==> src/rtl/unpacker_n_to_kbit.sv <==
// unpacker_n_to_kbit: splits one FACTOR*OUT_WIDTH wide word into FACTOR
// narrow OUT_WIDTH slices, most-significant slice first.
//
// Ports:
//   clk, rstn         clock, asynchronous active-low reset
//   clr               synchronous abort, drops the word in progress
//   in_valid/in_ready wide-side handshake, data_in carries the word
//   out_valid/out_ready narrow-side handshake, data_out carries a slice
//   out_last          current slice is the final slice of its word
//   out_idx           index of the current slice, 0..FACTOR-1
module unpacker_n_to_kbit #(
    parameter int FACTOR    = 3,
    parameter int OUT_WIDTH = 8,
    localparam int CNT_W    = $clog2(FACTOR)
) (
    input  logic                        clk,
    input  logic                        rstn,
    input  logic                        clr,
    input  logic                        in_valid,
    output logic                        in_ready,
    input  logic [FACTOR*OUT_WIDTH-1:0] data_in,
    output logic                        out_valid,
    input  logic                        out_ready,
    output logic [OUT_WIDTH-1:0]        data_out,
    output logic                        out_last,
    output logic [CNT_W-1:0]            out_idx
);

    localparam int W = FACTOR * OUT_WIDTH;
    localparam logic [CNT_W-1:0] LAST = CNT_W'(FACTOR - 1);

    typedef enum logic {
        IDLE,
        SHIFT
    } state_t;

    state_t           state;
    state_t           state_n;
    logic [W-1:0]     sreg;
    logic [W-1:0]     sreg_n;
    logic [CNT_W-1:0] idx;
    logic [CNT_W-1:0] idx_n;
    logic             is_last;
    logic             in_xfer;
    logic             out_xfer;

    always_ff @(posedge clk or negedge rstn) begin
        if (!rstn) begin
            state <= IDLE;
            sreg  <= '0;
            idx   <= '0;
        end else begin
            state <= state_n;
            sreg  <= sreg_n;
            idx   <= idx_n;
        end
    end

    always_comb begin
        is_last   = (idx == LAST);
        out_valid = (state == SHIFT);
        // A new word is only taken when idle or when the last slice
        // leaves this cycle; that keeps consecutive words bubble-free.
        in_ready  = ~clr & ((state == IDLE) | (is_last & out_ready));
        data_out  = out_valid ? sreg[W-1 -: OUT_WIDTH] : '0;
        out_idx   = out_valid ? idx : '0;
        out_last  = out_valid & is_last;
        in_xfer   = in_valid & in_ready;
        out_xfer  = out_valid & out_ready;

        state_n = state;
        sreg_n  = sreg;
        idx_n   = idx;

        if (clr) begin
            state_n = IDLE;
            sreg_n  = '0;
            idx_n   = '0;
        end else begin
            unique case (state)
                IDLE: begin
                    if (in_xfer) begin
                        state_n = SHIFT;
                        sreg_n  = data_in;
                        idx_n   = '0;
                    end
                end
                SHIFT: begin
                    if (out_xfer) begin
                        if (!is_last) begin
                            sreg_n = sreg << OUT_WIDTH;
                            idx_n  = idx + 1'b1;
                        end else if (in_xfer) begin
                            sreg_n = data_in;
                            idx_n  = '0;
                        end else begin
                            state_n = IDLE;
                            sreg_n  = '0;
                            idx_n   = '0;
                        end
                    end
                end
            endcase
        end
    end

endmodule
==> config.mk <==
export PLATFORM = sky130hd
export DESIGN_NAME = unpacker_n_to_kbit
export DESIGN_NICKNAME = d
export VERILOG_FILES = /design/src/rtl/unpacker_n_to_kbit.sv
export SDC_FILE = /design/constraint.sdc
export NUM_CORES = 1
export LEC_CHECK = 0
export BUFFER_PORTS_ARGS = -buffer_cell sky130_fd_sc_hd__buf_2
export CAP_MARGIN = 20
export CORE_UTILIZATION = 45
export DETAILED_ROUTE_END_ITERATION = 10
export HOLD_SLACK_MARGIN = 0.08
export PLACE_DENSITY = 0.8
export SLEW_MARGIN = 40
export SYNTH_ARGS = -nofsm -noshare
export SYNTH_HDL_FRONTEND = slang
export SYNTH_SLANG_ARGS = --single-unit
==> constraint.sdc <==
create_clock -name clk -period 3.7 [get_ports clk]
set_input_delay 0.74 -clock clk [delete_from_list [all_inputs] [get_ports clk]]
set_output_delay 0.74 -clock clk [all_outputs]
set_load 0.02 [all_outputs]
After elaboration in Yosys (flattened, before gate mapping)
Index checks and enable logic that the tools add are counted.

Add/sub/neg operators: 1. Eq/ne operators: 3. Mux-type cells: 18. Bitwise gates (word level): 8. Reductions and logical operators: 1.

Operator list (count): two-way mux 24 bit (5); one-hot mux 24 bit (2 select lines) (1); two-way mux 2 bit (5); two-way mux 8 bit (1); AND 1 bit (5); two-way mux 1 bit (4); one-hot mux 2 bit (2 select lines) (1); != test 3 x 2 -> 1 bit, second input constant (1); != test 3 bit, second input constant (1); adder 2 x 1 -> 2 bit, second input constant (1); equality test 2 bit, second input constant (1); inverter 1 bit (2); one-hot mux 1 bit (2 select lines) (1); AND reduction 2 bit (1); bitwise OR 1 bit (1).

Register bits: 27. Bits of input ports: 29. Output and inout port bits: 13. Logic and storage cells: 34.

Logic depth before layout (Yosys ltp)
Gate-level depths: netlist (run 1).

Word-level depth: 10. Mapped depth: 5. Gate-level depth less buffers: 3.

Worst setup path before layout (run 1)
Ideal clock, no wire load.

Path type: input-to-output. From: input port clr. To: output port in_ready. Arrival time: 1.224 ns. Data required time: 2.960 ns. Path slack: 1.736 ns. Cell stages on the path: 2. Path buffers: 1. Cells stage by stage: buf_4 > a21oi_1.

Cells in the longest elaborated chain, start to end: 2.

Ends and longest elaborated chain: start: declaration (RTL line 18) `input logic clr,`; inverter 1 bit (RTL line 64) `in_ready = ~clr & ((state == IDLE) | (is_last & out_ready));`; AND 1 bit (RTL line 64); end: declaration (RTL line 20) `output logic in_ready,`.

No other way between the ends.

Worst setup path in the final report (run 1)
From: register idx[1]. To: output port out_last.

Cells in the longest elaborated chain, start to end: 2.

Ends and longest elaborated chain: start: declaration (RTL line 41) `logic [CNT_W-1:0] idx;`; start signal: assignment (RTL line 55) `idx <= idx_n;`; equality test 2 bit (RTL line 60) `is_last = (idx == LAST);`; AND 1 bit (RTL line 67) `out_last = out_valid & is_last;`; end: declaration (RTL line 25) `output logic out_last,`.

No other way between the ends.

==> results by group, run 1 <==
CTS
  – Post-CTS Setup Bufs: 0
  – CTS Buf Count: 3
  – Clk sinks: 27
  – H-tree Lvls: 1
  – Clk_lat worst skew: 320 ps
  – CTS tree: done
  – Clock buffer depth: 2
  – Hold_buf cts: 0
  – Post-CTS Resized: 0
  – Clock-pin slew on the worst setup and hold paths: ~150 ps
  – CTS root buf: clkbuf_4

Route
  – Antenna Nets Post-Route: 0
  – First-pass DRT Iterations: 4
  – Vias/cell: around 5.6
  – Via Count: 999
  – WL final: 2580 um
  – Drt wl/cell: around 14 um
  – Residual DRC count: 0
  – DR iter-0 viols: 22

Yosys
  – Synthesized instance count: approximately 110
  – Synth unique cells: 24
  – Syn nets: between 100 and 150
  – Yosys Warn Count: 0
  – Top_reg_cell synth: dfrtp_1
  – Mapped cell area: around 1300 um^2
  – Post-synthesis async set-or-reset flop share: 1.00
  – Avg Cell Area, Syn: ~12 um^2
  – Number of synthesized flops with an enable pin: 0
  – Register area share after synthesis: 0.512
  – Synth Register Bits: 27

Setup path
  – CP Data Arrival Time: roughly 1800 ps
  – Worst-path maximum fanout: 10
  – Crit path kind: reg -> out
  – CP delay by family, top: simple AND/OR/NAND/NOR gates
  – Reg-to-Reg End: sreg[17]
  – R2R depth: 3
  – R2r startpoint: out_valid
  – WP buf/inv: 1
  – Slowest cell on crit path: nor2b_1
  – CP Cell Sequence: nor2b_1 > and2_1 > buf_2
  – Required time worst endpoint: around 3000 ps
  – Max incr delay on CP: 660 ps
  – R2r setup slk: slightly below 2000 ps
  – Crit. End Element: output pin
  – Worst Setup Start Kind: register

Min path
  – Hold WC Path Type: in -> async

Timing
  – Final period util: 0.687
  – Max-slew headroom at the worst pin: 0.488
  – Final setup skew: approximately 14 ps
  – Slew @ Worst Pin: between 700 and 800 ps
  – Crit path time final: between 2000 and 3000 ps
  – Unrepaired setup endpoints after global routing: no
  – Endpoints failing setup: 0
  – Setup TNS: 0 ps
  – Slew Limit Fails: 0
  – Final Hold Viols: 0
  – Max Fclk: approximately 390 MHz

Global route
  – Initial antenna violation count: 0
  – Total track usage: 0.181
  – Total congestion overflow: 0
  – Met2 usage: 0.296
  – M1 GR Usage: 0.242
  – Largest net degree at the start of global routing: 28
  – Met3 Use GR: 0.0326
  – Vias in the first global route: roughly 960
  – First-pass GRT wire length: roughly 4400 um
  – Global route hottest layer: met2

Outcome
  – Outcome: complete, no violations

Final layout
  – Post-layout util: 0.553
  – Fillers: between 200 and 300
  – ANT cells: 0
  – Most common cell after layout, fill and taps aside: buf_2
  – Layout cells sized above 1: 0.349
  – Area growth syn-to-layout: 15.7%
  – Most frequent cells in the layout: buf_2, dfrtp_1, a221o_1
  – Nets: about 180

Floorplan
  – Initial Utilization: 0.478
  – Die H: about 56 um
  – Die Footprint: roughly 3200 um^2
  – DIE WIDTH: approximately 56 um
  – Core area: 2760 um^2
  – # rows: 19
  – Top Ports: 42

Run
  – Max-Cap Viols: 0

Power
  – Power per cell area: between 300 and 400 nW/um^2
  – P_leak: approximately 0.00078 uW
  – Maximum VDD drop: ~0.23 mV

Place
  – DP HPWL: 1960 um
  – Routability cong.: roughly 0.80
  – # port buffers: 41
## synthesized netlist by cell type, types with 2 or more instances
master,n,area (um^2)
a221o_1,16,160
a22o_1,8,70.1
nand2b_1,8,50.1
and2_1,11,68.8
a21oi_1,2,10.0
buf_6,5,56.3
nor3_1,8,40.0
nor2_1,11,41.3
dfrtp_1,27,676
## cells by family (layout without fill, tap and decap cells)
logic type | count (synthesis) | count (layout) | share of synthesized area
mux | 3 | 3 | 0.0275
compound gates | 27 | 27 | 0.197
simple gates | 45 | 45 | 0.205
flops | 27 | 27 | 0.512
buf+inv | 9 | 47 | 0.0579
## layer usage
metal / vias up / part of all wire
li1: 487 / -
met5: - / 0
met4: 0 / 0.0062
met3: 2 / 0.071
met1: 476 / 0.43
met2: 34 / 0.50
## worst max-delay path by stage
stage,startpoint,to,slack (ps),cells after the start
after CTS,idx[1],out_last,1170,3
after global routing,idx[1],out_last,1050,3
after global placement,idx[1],out_last,1590,3
after detailed placement,idx[1],out_last,1540,3
after floorplan,clr,in_ready,1740,2
final,idx[1],out_last,1160,3
## cell type report
type / instances / area, um^2 / area share
Sequential cell: 27 / 676 / 0.443
Tap cell: 31 / 38.8 / 0.0254
Clock inverter: 1 / 5.00 / 0.00328
Inverter: 1 / 3.75 / 0.00246
Timing Repair Buffer: 42 / 213 / 0.139
Multi-Input combinational cell: 75 / 567 / 0.372
Clock buffer: 3 / 22.5 / 0.0148
## flip-flops by register name (all words and copies together) (netlist names)
signal	flops
idx	2
out_valid	1
sreg	24
## stage by stage
stage	instances	area (um^2)	worst slack [ps]	hold slack, ps	power [uW]
final	180	1530	1160	397	527
after global routing	180	1530	1050	418	557
after CTS	179	1520	1170	413	531
after detailed placement	175	1490	1540	492	409
after global placement	175	1490	1590	488	404
after floorplan	111	1320	1740	444	380
## power by group
group | total (uW) | switching (uW) | internal [uW]
sequential | 323 | 11.8 | 312
combinational | 79.4 | 43.1 | 36.3
clock | 124 | 83.6 | 40.4
No activity file was read; power rests on OpenSTA's default activity.
==> run 2: changes to the inputs <==
--- a/config.mk
+++ b/config.mk
@@ -5,12 +5,13 @@
 export SDC_FILE = /design/constraint.sdc
 export NUM_CORES = 1
 export LEC_CHECK = 0
+export ABC_AREA = 1
 export BUFFER_PORTS_ARGS = -buffer_cell sky130_fd_sc_hd__buf_2
 export CAP_MARGIN = 20
 export CORE_UTILIZATION = 45
 export DETAILED_ROUTE_END_ITERATION = 10
 export HOLD_SLACK_MARGIN = 0.08
-export PLACE_DENSITY = 0.8
+export PLACE_DENSITY = 0.82
 export SLEW_MARGIN = 40
 export SYNTH_ARGS = -nofsm -noshare
 export SYNTH_HDL_FRONTEND = slang
==> constraint.sdc (replaced) <==
create_clock -name clk -period 2.2 [get_ports clk]
set_input_delay 0.44 -clock clk [delete_from_list [all_inputs] [get_ports clk]]
set_output_delay 0.44 -clock clk [all_outputs]
set_load 0.02 [all_outputs]
==> run 2 against run 1 <==
Against the previous run: the run now ends with DRC left; via count grew 26%; critical path type unchanged; highest routed layer unchanged; register-to-register slack lost 1500 ps; synthesized cell count increased by 79%; largest power group unchanged; core utilization up 1.9 points; clock power grew 76%; critical endpoint unchanged; clock skew decreased by 7.6 ps; total power rose by 76%; flip-flop and latch count stayed put.
==> results by group, run 2 <==
CTS
  – CTS tree: done
  – Clock-pin slew on the worst setup and hold paths: 150 ps (about the same)
  – Hold_buf cts: 0 (unchanged)
  – H-tree Lvls: 1 (unchanged)
  – Post-CTS Setup Bufs: 0 (unchanged)
  – CTS Buf Count: 3 (unchanged)
  – Clock buffer depth: 2 (unchanged)
  – Clk_lat worst skew: 320 ps (about the same)
  – CTS root buf: clkbuf_4
  – Post-CTS Resized: 0 (unchanged)
  – Clk sinks: 27 (unchanged)

Final layout
  – Layout cells sized above 1: 0.223 (-0.126)
  – Most frequent cells in the layout: nand2_1, buf_2, dfrtp_1
  – Area growth syn-to-layout: 17.4%
  – Nets: 268 (+50%)
  – ANT cells: 0 (unchanged)
  – Fillers: 289 (+15%)
  – Largest register FFs: 24 (unchanged)
  – Largest Register: sreg
  – Post-layout util: 0.572 (+0.0188)
  – Most common cell after layout, fill and taps aside: nand2_1

Floorplan
  – Die Footprint: 3290 um^2 (+4.3%)
  – # rows: 19 (unchanged)
  – DIE WIDTH: 57.3 um (+2.1%)
  – Initial Utilization: 0.487 (+0.00873)
  – Die H: 57.3 um (+2.1%)
  – Top Ports: 42 (unchanged)
  – Core area: 2830 um^2 (+2.6%)

Global route
  – Initial antenna violation count: 0 (unchanged)
  – Total track usage: 0.185 (+0.00431)
  – Total congestion overflow: 0 (unchanged)
  – Largest net degree at the start of global routing: 28 (unchanged)
  – Vias in the first global route: 1054 (+9.4%)
  – First-pass GRT wire length: 4660 um (+5.0%)

Power
  – Clk pwr share: 0.235 (about the same)
  – Share of power burned in combinational logic: 0.170 (+0.019)
  – P_leak: 0.00105 uW (+35%)
  – Sw Share: 0.294 (+0.0315)
  – Maximum VDD drop: 0.347 mV (+49%)
  – Switching Power: 272 uW (+97%)
  – Power per cell area: 572 nW/um^2 (+66%)
  – Seq pwr share: 0.595 (-0.019)
  – Cell Int Power: 653 uW (+68%)

Setup path
  – Required time worst endpoint: 1760 ps (-1200 ps)
  – Max incr delay on CP: 690 ps (+30 ps)
  – Reg-to-Reg End: sreg[9]
  – R2r startpoint: out_valid
  – CP Data Arrival Time: 1420 ps (-380 ps)
  – Crit path kind: reg -> out
  – R2r setup slk: 460 ps (-1530 ps)
  – Worst-path maximum fanout: 15 (+5)
  – Slowest cell on crit path: dfrtp_1
  – Crit. Startpoint: out_valid
  – Worst Setup Start Kind: register
  – R2R depth: 6 (+3)
  – Critical Path Sink: out_last
  – CP Cell Sequence: nand2_1 > nor2_1 > buf_2
  – Crit. End Element: output pin

Outcome
  – Outcome: finished with violations
  – Failing checks: DRC

Yosys
  – Syn nets: 228 (+63%)
  – Register area share after synthesis: 0.490 (-0.0219)
  – Synth Register Bits: 27 (unchanged)
  – Number of synthesized flops with an enable pin: 0 (unchanged)
  – Synth cell count leaders: nand2_1, dfrtp_1, inv_1
  – Count leader, synth: nand2_1
  – Dominant cells by area after synthesis: dfrtp_1, nand2_1, nand3_1
  – Mapped cell area: 1380 um^2 (+4.5%)
  – Synth area leader: dfrtp_1
  – Post-synth top area share: 0.490 (-0.0219)
  – Synthesized instance count: 199 (+79%)
  – Top_reg_cell synth: dfrtp_1
  – Yosys Warn Count: 0 (unchanged)
  – Avg Cell Area, Syn: 6.92 um^2 (-42%)
  – Synth unique cells: 17 (-29%)
  – Post-synthesis async set-or-reset flop share: 1.00 (unchanged)

Timing
  – Slew Limit Fails: 0 (unchanged)
  – Unrepaired setup endpoints after global routing: no
  – Endpoints failing setup: 0 (unchanged)
  – Final Hold Viols: 0 (unchanged)
  – Final period util: 0.844
  – Slew @ Worst Pin: 644 ps (-122 ps)
  – Max-slew headroom at the worst pin: 0.570 (+0.0825)
  – Setup TNS: 0 ps (unchanged)
  – Max Fclk: approximately 540 MHz
  – Hold_ws: 84.3 ps (-313 ps)
  – Final setup skew: 5.95 ps (-7.57 ps)
  – Crit path time final: approximately 1900 ps
  – Final worst slack: 344 ps (-815 ps)

Place
  – # port buffers: 41 (unchanged)
  – Dpl ws: 490 ps (-1050 ps)
  – DP HPWL: 1990 um (+1.9%)
  – Routability cong.: 0.749 (-6.0%)

Route
  – Residual DRC count: 1 (+1)
  – First-pass DRT Iterations: 7 (+3)
  – DR iter-0 viols: 34 (+55%)
  – WL final: 2750 um (+6.7%)
  – Drt wl/cell: 10.2 um (-29%)
  – Vias/cell: 4.67 (-16%)
  – Antenna Nets Post-Route: 0 (unchanged)
  – Via Count: 1255 (+26%)

Run
  – Max-Cap Viols: 0 (unchanged)

Min path
  – Hold WC Path Type: in -> async
-- run 2: worst max-delay path: cells and delay by family (launching register included) --
family / cells / cell delay (ps)
buffers and inverters: 1 / 160
DFF: 1 / 690
and+or+nand+nor: 2 / 240
-- run 2: power groups by stage --
stage                     logic [uW]  registers (uW)  clock network (uW)
after floorplan                  106             554                   0
after detailed placement         159             560                   0
final                            158             550                 218
after CTS                        160             550                 228
after global routing             183             555                 245
after global placement           158             558                   0
-- run 2: cell families after synthesis --
kind of cell	after synthesis	share of synthesized area
compound gates	6	0.0300
flops	27	0.490
buf+inv	23	0.0736
simple gates	143	0.406
-- run 2: how the worst min path moves through the flow --
stage / startpoint / to / slack (ps)
floorplan: rstn / idx[0] / 140
global placement: sreg[16] / sreg[16] / 460
detailed placement: rstn / sreg[3] / 470
CTS: rstn / sreg[3] / 90
global route: rstn / sreg[4] / 110
finish: rstn / sreg[3] / 80
-- run 2: per-layer routing --
metal / vias up / GRT usage / part of all wire
met2: 47 / 0.281 / 0.47
li1: 676 / - / -
met4: 0 / 0.0732 / 0.0051
met5: - / 0 / 0
met3: 2 / 0.0272 / 0.060
met1: 530 / 0.269 / 0.47
-- run 2: stage by stage --
| step | power (uW) | cell area (um^2) | std cells |
|---|---|---|---|
| floorplan | 659 | 1380 | 199 |
| detailed placement | 719 | 1590 | 265 |
| CTS | 938 | 1620 | 269 |
| finish | 926 | 1620 | 269 |
| global route | 983 | 1620 | 269 |
| global placement | 716 | 1590 | 265 |
-- run 2: layout make-up --
class / instances / area [um^2] / area share
Timing Repair Buffer: 42 / 213 / 0.131
Tap cell: 31 / 38.8 / 0.0240
Multi-Input combinational cell: 149 / 601 / 0.371
Clock inverter: 1 / 7.51 / 0.00464
Inverter: 16 / 60.1 / 0.0371
Clock buffer: 3 / 22.5 / 0.0139
Sequential cell: 27 / 676 / 0.418
